## config.mk

```make
export PLATFORM = sky130hd
export DESIGN_NAME = io_seg_driver
export DESIGN_NICKNAME = d
export VERILOG_FILES = /design/src/rtl/io_seg_driver.sv
export SDC_FILE = /design/constraint.sdc
export NUM_CORES = 1
export LEC_CHECK = 0
export BUFFER_PORTS_ARGS = -buffer_cell sky130_fd_sc_hd__buf_2
export CAP_MARGIN = 0
export CELL_PAD_IN_SITES_DETAIL_PLACEMENT = 1
export CELL_PAD_IN_SITES_GLOBAL_PLACEMENT = 1
export CORE_MARGIN = 5
export CORE_UTILIZATION = 43
export CTS_CLUSTER_SIZE = 10
export DETAILED_ROUTE_END_ITERATION = 8
export GPL_TIMING_DRIVEN = 0
export PLACE_DENSITY_LB_ADDON = 0.25
export REMOVE_ABC_BUFFERS = 1
export SLEW_MARGIN = 10
export SYNTH_ARGS = -nofsm -noshare
export SYNTH_HDL_FRONTEND = slang
export SYNTH_SLANG_ARGS = --single-unit
```

## constraint.sdc

```tcl
create_clock -name clock -period 1.8 [get_ports clock]
set_input_delay 0.36 -clock clock [delete_from_list [all_inputs] [get_ports clock]]
set_output_delay 0.36 -clock clock [all_outputs]
set_load 0.1 [all_outputs]
```

## src/rtl/io_seg_driver.sv

```systemverilog
// io_seg_driver: converts a binary value to NDIGITS active-low 7-segment glyphs (double-dabble).
// Latency: seg/ovf update WIDTH+1 edges after the accepting edge (1 edge in hex mode).
// Backpressure: busy=1 while converting; wr_en is dropped, not queued, while busy. Optional macro: IO_SEG_HEX_EN.
module io_seg_driver #(
  parameter int WIDTH   = 32,
  parameter int NDIGITS = 2,
  parameter int LZB     = 1
) (
  input  logic                   clock,
  input  logic                   resetn,
  input  logic                   wr_en,
  input  logic [WIDTH-1:0]       wr_data,
`ifdef IO_SEG_HEX_EN
  input  logic                   hex_mode,
`endif
  output logic                   busy,
  output logic [7*NDIGITS-1:0]   seg,
  output logic                   ovf
);

  localparam int BW = 4 * NDIGITS;
  localparam int SW = 7 * NDIGITS;
  localparam int CW = $clog2(WIDTH + 1);
  localparam int XW = (WIDTH > BW) ? WIDTH : BW;
  localparam logic [6:0]    BLANK   = 7'b1111111;
  localparam logic [CW-1:0] CNT_ONE = CW'(1);

  typedef enum logic [1:0] {IDLE, CONV, LOAD} state_t;

  // Active-low glyph for one digit; A..F only reachable in hex mode.
  function automatic logic [6:0] glyph(input logic [3:0] d);
    logic [6:0] g;
    case (d)
      4'd0: g = 7'b1000000;
      4'd1: g = 7'b1111001;
      4'd2: g = 7'b0100100;
      4'd3: g = 7'b0110000;
      4'd4: g = 7'b0011001;
      4'd5: g = 7'b0010010;
      4'd6: g = 7'b0000010;
      4'd7: g = 7'b1111000;
      4'd8: g = 7'b0000000;
      4'd9: g = 7'b0010000;
`ifdef IO_SEG_HEX_EN
      4'd10: g = 7'b0001000;
      4'd11: g = 7'b0000011;
      4'd12: g = 7'b1000110;
      4'd13: g = 7'b0100001;
      4'd14: g = 7'b0000110;
      4'd15: g = 7'b0001110;
`endif
      default: g = BLANK;
    endcase
    return g;
  endfunction

  // Display of the value zero: only digit 0 lit when blanking leading zeros.
  function automatic logic [SW-1:0] seg_init();
    logic [SW-1:0] r;
    for (int k = 0; k < NDIGITS; k++) begin
      r[7*k +: 7] = ((LZB != 0) && (k != 0)) ? BLANK : 7'b1000000;
    end
    return r;
  endfunction

  localparam logic [SW-1:0] SEG_RST = seg_init();

  state_t          state_q, state_d;
  logic [WIDTH-1:0] val_q, val_d;
  logic [BW-1:0]   bcd_q, bcd_d;
  logic [CW-1:0]   cnt_q, cnt_d;
  logic            oflag_q, oflag_d;
  logic [SW-1:0]   seg_q, seg_d;
  logic            ovf_q, ovf_d;

  logic [BW-1:0]   adj;
  logic [SW-1:0]   disp;
  logic            lead;
  logic            hex_sel;
  logic [XW-1:0]   ext;

`ifdef IO_SEG_HEX_EN
  assign hex_sel = hex_mode;
`else
  assign hex_sel = 1'b0;
`endif
  assign ext = XW'(wr_data);

  // State register.
  always_ff @(posedge clock or negedge resetn) begin
    if (!resetn) state_q <= IDLE;
    else         state_q <= state_d;
  end

  // Next-state: hex writes bypass the conversion phase.
  always_comb begin
    state_d = state_q;
    case (state_q)
      IDLE:    if (wr_en) state_d = hex_sel ? LOAD : CONV;
      CONV:    if (cnt_q == CNT_ONE) state_d = LOAD;
      LOAD:    state_d = IDLE;
      default: state_d = IDLE;
    endcase
  end

  // Outputs decoded from state.
  always_comb begin
    busy = (state_q != IDLE);
  end

  // Add-3 correction of every BCD digit ahead of the shift.
  always_comb begin
    adj = bcd_q;
    for (int k = 0; k < NDIGITS; k++) begin
      if (adj[4*k +: 4] >= 4'd5) adj[4*k +: 4] = adj[4*k +: 4] + 4'd3;
    end
  end

  // Glyph image of the accumulator, with overflow and leading-zero blanking.
  always_comb begin
    disp = '0;
    lead = 1'b1;
    for (int k = NDIGITS - 1; k >= 0; k--) begin
      if (bcd_q[4*k +: 4] != 4'd0) lead = 1'b0;
      if (oflag_q)                              disp[7*k +: 7] = BLANK;
      else if ((LZB != 0) && lead && (k != 0))  disp[7*k +: 7] = BLANK;
      else                                      disp[7*k +: 7] = glyph(bcd_q[4*k +: 4]);
    end
  end

  // Datapath next values: capture, shift-add-3 step, or display load.
  always_comb begin
    val_d   = val_q;
    bcd_d   = bcd_q;
    cnt_d   = cnt_q;
    oflag_d = oflag_q;
    seg_d   = seg_q;
    ovf_d   = ovf_q;
    case (state_q)
      IDLE: begin
        if (wr_en) begin
          if (hex_sel) begin
            val_d   = wr_data;
            bcd_d   = ext[BW-1:0];
            oflag_d = ((ext >> BW) != '0);
            cnt_d   = '0;
          end else begin
            val_d   = wr_data;
            bcd_d   = '0;
            oflag_d = 1'b0;
            cnt_d   = CW'(WIDTH);
          end
        end
      end
      CONV: begin
        val_d   = val_q << 1;
        bcd_d   = {adj[BW-2:0], val_q[WIDTH-1]};
        oflag_d = oflag_q | adj[BW-1];
        cnt_d   = cnt_q - CNT_ONE;
      end
      LOAD: begin
        seg_d = disp;
        ovf_d = oflag_q;
      end
      default: ;
    endcase
  end

  // Datapath registers; reset abandons any conversion in flight.
  always_ff @(posedge clock or negedge resetn) begin
    if (!resetn) begin
      val_q   <= '0;
      bcd_q   <= '0;
      cnt_q   <= '0;
      oflag_q <= 1'b0;
      seg_q   <= SEG_RST;
      ovf_q   <= 1'b0;
    end else begin
      val_q   <= val_d;
      bcd_q   <= bcd_d;
      cnt_q   <= cnt_d;
      oflag_q <= oflag_d;
      seg_q   <= seg_d;
      ovf_q   <= ovf_d;
    end
  end

  assign seg = seg_q;
  assign ovf = ovf_q;

endmodule

```

After elaboration in Yosys (flattened, before gate mapping)
Memory sizes are Yosys's and may differ from the RTL's.
Index checks and enable logic that the tools add are counted.

operators by class
  add/subtract/negate cells = 3
  magnitude comparators = 2
  equality and inequality tests = 5
  mux-type cells = 16
  bitwise logic cells = 1
  reductions and logical operators = 6

operator list
  operator                                                            number
  one-hot mux 32 bit (2 select lines)                                 1
  two-way mux 32 bit                                                  1
  two-way mux 7 bit                                                   3
  one-hot mux 8 bit (2 select lines)                                  1
  one-hot mux 6 bit (2 select lines)                                  1
  adder 4 x 2 -> 4 bit (second input constant)                        2
  greater-or-equal comparator 4 x 3 -> 1 bit (second input constant)  2
  two-way mux 4 bit                                                   2
  two-way mux 8 bit                                                   1
  equality test 6 x 1 -> 1 bit (second input constant)                1
  two-way mux 6 bit                                                   1
  subtractor 6 x 1 -> 6 bit (second input constant)                   1
  two-way mux 2 bit                                                   2
  != test 2 bit (second input constant)                               2
  one-hot mux 2 bit (2 select lines)                                  1
  AND reduction 2 bit                                                 2
  nonzero test 2 bit                                                  2
  nonzero test 4 bit                                                  1
  equality test 2 x 1 -> 1 bit (second input constant)                1
  equality test 2 bit (second input constant)                         1
  zero test 2 bit                                                     1
  one-hot mux 1 bit (2 select lines)                                  1
  two-way mux 1 bit                                                   1
  OR 1 bit                                                            1

storage, ports and cells
  register bits after elaboration = 64
  bits in read-only memories = 224
  output and inout bits = 16
  memories kept = 2

memories
  name             depth  width  read ports  clocked after Yosys merged registers in  wr ports  RTL line  source
  (no name shown)  16     7      1           0                                        0         33        case (d)
  (no name shown)  16     7      1           0                                        0         33

Logic depth before layout (Yosys ltp)
Gate-level depths: netlist (run 1).

  depth after elaboration = 4
  depth in mapped cells = 7
  mapped depth without buffers = 7

Worst setup path before layout (run 1)
OpenSTA, ideal clock, no wires.

  path type = register to output
  from = reg state_q[0]
  to = out busy
  data arrival time = 1,223 ps
  data required time = 1,440 ps
  path slack = 217 ps
  stages on the path, launching flop included = 4
  buffers on the path = 2
  cells stage by stage = dfrtp_1 buf_2 buf_2 or2_2

on the way
  longest elaborated chain between the ends = 1

ends and longest elaborated chain
  what                      RTL line  source
  start: declaration        68        state_t state_q, state_d;
  start signal: assignment  92        else state_q <= state_d;
  nonzero test 2 bit        108       busy = (state_q != IDLE);
  end: declaration          16        output logic busy,

No other way between the ends.

Final worst setup path (run 1)
Ends and elaborated chain as after synthesis.

==> results of run 1 <==
-- worst reg2reg max path: stages (launching register included) --
cell and delay [ns]:
dfrtp_1 0.45, inv_1 0.19, ha_4 0.20, nor2b_2 0.22, o21ba_2 0.20, nor3_1 0.06
a221o_1 0.26
-- cells in the mapped netlist, drive strengths merged (2+ instances only) --
cell type,number
a22oi,27
nand3,4
nand2,45
o21ba,2
ha,12
o22a,4
inv,12
nand2b,2
nor2,28
o21ai,50
a21o,2
and3b,5
dfrtp,56
dfstp,8
clkbuf,8
o21bai,2
nor3,6
a31oi,5
buf,15
a221o,2
xnor2,3
nor2b,6
a21oi,19
-- worst min-delay path by stage --
stage	start	end	slack, ns	depth (start not counted)
floorplan	resetn	bcd_q[0]	0.06	0
global placement	val_q[16]	val_q[16]	0.46	2
detailed placement	resetn	seg[1]	0.28	1
CTS	wr_data[0]	val_q[0]	0.26	3
global route	wr_data[9]	val_q[9]	0.29	3
finish	wr_data[0]	val_q[0]	0.27	3
-- stage by stage --
step                hold WS [ns]  utilization, %  TNS, ns
detailed placement         0.277            49.0   -13.39
floorplan                 0.0644               -   -21.37
CTS                        0.264            53.5        0
global placement           0.462            47.6   -79.94
global route               0.294            53.9        0
finish                     0.274            53.9        0
-- flip-flops by register name, indices dropped and copies added (netlist names) --
signal,count
state_q,2
cnt_q,6
val_q,32
seg,14
oflag_q,1
bcd_q,8
ovf,1
-- power by group through the flow --
stage          clock network (W)  registers [W]  logic [W]
2_1_floorplan                  0        0.00360    0.00171
3_3_place_gp                   0        0.00275    0.00322
3_5_place_dp                   0        0.00280    0.00341
4_1_cts                  0.00137        0.00267    0.00369
5_1_grt                  0.00145        0.00278    0.00407
6_report                 0.00134        0.00268    0.00371
-- final cells by class --
| class | instances | area share, % |
|---|---|---|
| clock buffers | 14 | 4.70 |
| clock inverters | 2 | 0.901 |
| inverters | 12 | 1.16 |
| multi-input cells | 238 | 37.0 |
| flip-flops and latches | 64 | 41.7 |
| well taps | 99 | 3.19 |
| repair buffers | 65 | 11.3 |
-- what timing repair did --
item | 4_1_cts | 5_1_grt
buffers inserted | 10 | 0
hold buffers | 1 | 0
gates resized for setup | 6 | 7
hold endpoints to repair | 13 | 0
pin swaps | 0 | 1
setup endpoints to repair | 64 | 9
-- kinds of logic after synthesis --
group / after synthesis / share of synthesized area, %
flip-flops: 64 / 50.9
AND/OR/NAND/NOR: 103 / 15.0
adder cells (fa/ha/maj): 12 / 4.74
XOR/XNOR: 3 / 0.831
multiplexers: 2 / 0.672
buffers and inverters: 35 / 4.74
AO/OA/AOI/OAI: 118 / 23.1
-- routing by layer --
layer,track usage [%],vias up,part of all wire [%]
met1,25.2,1306,45
met4,8.77,0,1.4
met5,0,-,0
met3,4.53,10,4.2
met2,33.5,56,50
li1,-,1292,-
==> results.toml, run 1 <==
[run_status]
outcome = "complete, no violations"

[setup_path]
critPathCaptureType = "output pin"
crit_slowest_cell = "dfrtp_4"
crit_path_max_incr_delay_ns = 0.55
startpoint_type = "flop"
critPathArrivalTime_ns = 1.39
path_delay_family = "flip-flops"
crit_path_end = "busy"
critPathMaxFanout = 7
critPathKind = "reg -> out"
ff2ff_path_depth = 6
r2r-end = "bcd_q[6]"
critical_path_depth = 2
reg2reg_from = "bcd_q[4]"
reg2reg_slack_ns = 0.10
cp_data_required_time_ns = 1.44
crit_chain = "or2_2 -> buf_6"
critPathBufInv = 1
critPathLaunch = "state_q[0]"

[die]
io_pins = 51
die_x_um = 95.8
rows = 31
start_util_pct = 43.9
die_y_um = 95.8
die_area_sq_um = 9170
core_area_sq_um = 7210

[yosys]
synth_area_leaders = "dfrtp_1 (44%), dfstp_2 (6.6%), a22oi_1 (6.4%), nand2_1 (5.3%), ha_1 (4.7%)"
synth_edf_count = 0
ys_warn_count = 0
avgSynthCellArea_sq_um = 9.39
synth_area_sq_um = 3160
ys_async_sr_fraction_pct = 100
synth_top_area_share_pct = 44.3
ys_ff_latch = 64
synth_cell_types = 40
synthFlopType = "dfrtp_1"
netlist_instances = 337
synth_largest_area_cell = "dfrtp_1"
synth_seq_area_share_pct = 50.9

[finish]
fill_cells = 863
final_area_sq_um = 3890
synthToLayoutAreaGrowth_pct = 22.9
multi_input_area_sq_um = 1440
final_common_cell = "dfrtp_1"
finalNonFillerCells = 494
layout_common_cells = "dfrtp_1 (53), buf_2 (48), nand2_1 (45)"
finalNetCount = 437
ff_latch_area_sq_um = 1620
antennaDiodeCount = 0
drive_above_1_share_pct = 26.3

[drt]
wirelength_mm = 8.40
drt-pass1-iter-count = 4
drt_iter0_drc = 104
vias = 2664
via_per_inst = 5.39
post_drt_wl_per_cell_um = 17.0
ant_nets = 0
drc_errors = 0

[global_route]
grt_start_max_net_pins = 44
grt_usage_pct = 20.2
antenna_found_initial = 0
grt_pass1_wl_mm = 14.1
grt_pass1_vias = 2886
overflow = 0

[flow_run]
maxCapViolCount = 0

[pwr]
netSwitchingFraction_pct = 46.3
p_clk_share_pct = 17.4
p_int_w = 0.00415
p_seq_share_pct = 34.7
switchingPower_w = 0.00358
leakage_nw = 1.76
power_density_nw_per_um2 = 1990
combPwrFrac_pct = 48.0
vdd_ir_drop_max_v = 0.000879
power.total_w = 0.00773

[sta]
fmax_ghz = 0.572
grt_setup_unrepaired = "yes"
fin_ws_ns = 0.0531
drv_slew = 0
fin_crit_sh_pct = 97.0
hold_viol_final = 0
finalSetupViolations = 0
finalCriticalPeriod_ns = 1.75
worst_pin_slew_ns = 0.575
clock_skew_ns = 0.00941
max_slew_margin_pct = 61.6

[placed_design]
dp.cells = 467
dp_hpwl_mm = 5.19
placed_area_sq_um = 3530
portBuffers = 50
preCtsSetupSlack_ns = -0.462
place_congestion = 0.813

[hold_path]
worstHoldPathType = "in -> reg"

[cts]
path_clk_slew_ns = 0.07
cts_made_buffers = 9
clk_latency_ns = 0.34
cts.path.max_buffers = 2
cts_num_sinks = 64
root_buffer = "clkbuf_8"
tritoncts = "yes"
htree_levels = 3
Power figures use the tool's default switching activity.
==> run 2, diff against run 1 <==
==> constraint.sdc (replaced) <==
create_clock -name clock -period 2 [get_ports clock]
set_input_delay 0.4 -clock clock [delete_from_list [all_inputs] [get_ports clock]]
set_output_delay 0.4 -clock clock [all_outputs]
set_load 0.1 [all_outputs]
==> run 2 against run 1 <==
Highest routed layer unchanged. Via count down 1.1%. Largest cell class unchanged. Setup slack improved by 0.034 ns. Count of clock-buffer cells in the layout did not move.
==> results.toml, run 2 (same netlist as run 1, synthesis figures left out) <==
[drt]
drc_errors = 0
via_per_inst = 5.42
post_drt_wl_per_cell_um = 16.2
vias = 2636
drt-pass1-iter-count = 4
ant_nets = 0
wirelength_mm = 7.86
drt_iter0_drc = 106

[sta]
fin_crit_sh_pct = 95.6
fmax_ghz = 0.523
clock_skew_ns = 0.00760
max_slew_margin_pct = 60.4
timing.hold.ws_ns = 0.317
grt_setup_unrepaired = "no"
finalCriticalPeriod_ns = 1.91
fin_ws_ns = 0.0871
finalSetupViolations = 0
hold_viol_final = 0
drv_slew = 0
worst_pin_slew_ns = 0.593

[die]
rows = 31
die_area_sq_um = 9170
start_util_pct = 43.9
core_area_sq_um = 7210
die_y_um = 95.8
die_x_um = 95.8
io_pins = 51

[finish]
antennaDiodeCount = 0
finalNetCount = 429
fill_cells = 865
ff_latch_area_sq_um = 1620
largest_register = "val_q"
largest_reg_flops = 32
final_common_cell = "dfrtp_1"
synthToLayoutAreaGrowth_pct = 20.2
multi_input_area_sq_um = 1420
layout_common_cells = "dfrtp_1 (54), buf_2 (48), nand2_1 (45)"
drive_above_1_share_pct = 23.5

[pwr]
leakage_nw = 1.72
power.total_w = 0.00680
power_density_nw_per_um2 = 1790
vdd_ir_drop_max_v = 0.000792

[setup_path]
critPathCaptureType = "output pin"
critPathMaxFanout = 22
critPathKind = "reg -> out"
cp_data_required_time_ns = 1.60
critPathArrivalTime_ns = 1.51
startpoint_type = "flop"

[cts]
cts.path.max_buffers = 2
root_buffer = "clkbuf_8"
path_clk_slew_ns = 0.07
cts_num_sinks = 64
htree_levels = 3
cts_made_buffers = 9
tritoncts = "yes"
clk_latency_ns = 0.34

[placed_design]
portBuffers = 50
preCtsSetupSlack_ns = -0.262
dp_hpwl_mm = 5.19
place_congestion = 0.813

[global_route]
grt_pass1_vias = 2804
grt_start_max_net_pins = 44
antenna_found_initial = 0
overflow = 0
grt_usage_pct = 19.0
grt_pass1_wl_mm = 13.4

[flow_run]
maxCapViolCount = 0

[hold_path]
worstHoldPathType = "in -> reg"

[run_status]
outcome = "complete, no violations"
## run 2: changes by cell type in the layout (fill, tap and decap cells not counted), sizes merged
cell / delta
buf: -8
## run 2: through the flow
step	TNS, ns	utilization, %	std cells	instance area (sq um)
4_1_cts	0	52.6	486	3790
2_1_floorplan	-9.10	-	314	3060
3_5_place_dp	-3.68	49.0	467	3530
5_1_grt	0	52.7	486	3800
6_report	0	52.7	486	3800
3_3_place_gp	-67.18	47.6	463	3430
## run 2: final timing paths
path	from	end	slack, ns	cells after the start
max	state_q[0]	busy	0.09	2
min	wr_data[0]	val_q[0]	0.32	3
max reg2reg	bcd_q[5]	bcd_q[6]	0.16	6
min reg2reg	val_q[16]	val_q[16]	0.48	2
max in group asynchronous	resetn	state_q[1]	0.97	3
min in group asynchronous	resetn	seg[1]	0.49	2
## run 2: layout make-up
class / count / share of cell area, %
inverter: 12 / 1.18
multi-input combinational: 238 / 37.4
tap: 99 / 3.26
clock inverter: 2 / 0.921
clock buffer: 14 / 4.80
timing repair buffer: 57 / 9.90
sequential: 64 / 42.6
## run 2: layer usage
metal	part of all wire [%]	vias to the layer above	track usage, %	routed length, um
li1	-	1273	-	-
met1	45	1293	24.1	3510
met2	50	60	30.9	3900
met3	4.3	10	4.30	337
met4	1.5	0	8.53	114
met5	0	-	0	0
## run 2: critical path, cell delays in order, from the launching register on
cell and delay, ns:
dfrtp_4 0.61, or2_2 0.32, buf_4 0.23
## run 2: where the power goes
group          switching, W  internal (W)
Clock              0.000489      0.000711
Sequential         0.000555       0.00190
Combinational       0.00211       0.00104
## run 2: repair_timing
item	CTS	global route
resized for setup	3	4
hold buffers	1	0
setup buffers	2	0
endpoints found under the setup margin	35	3
hold endpoints to repair	13	0
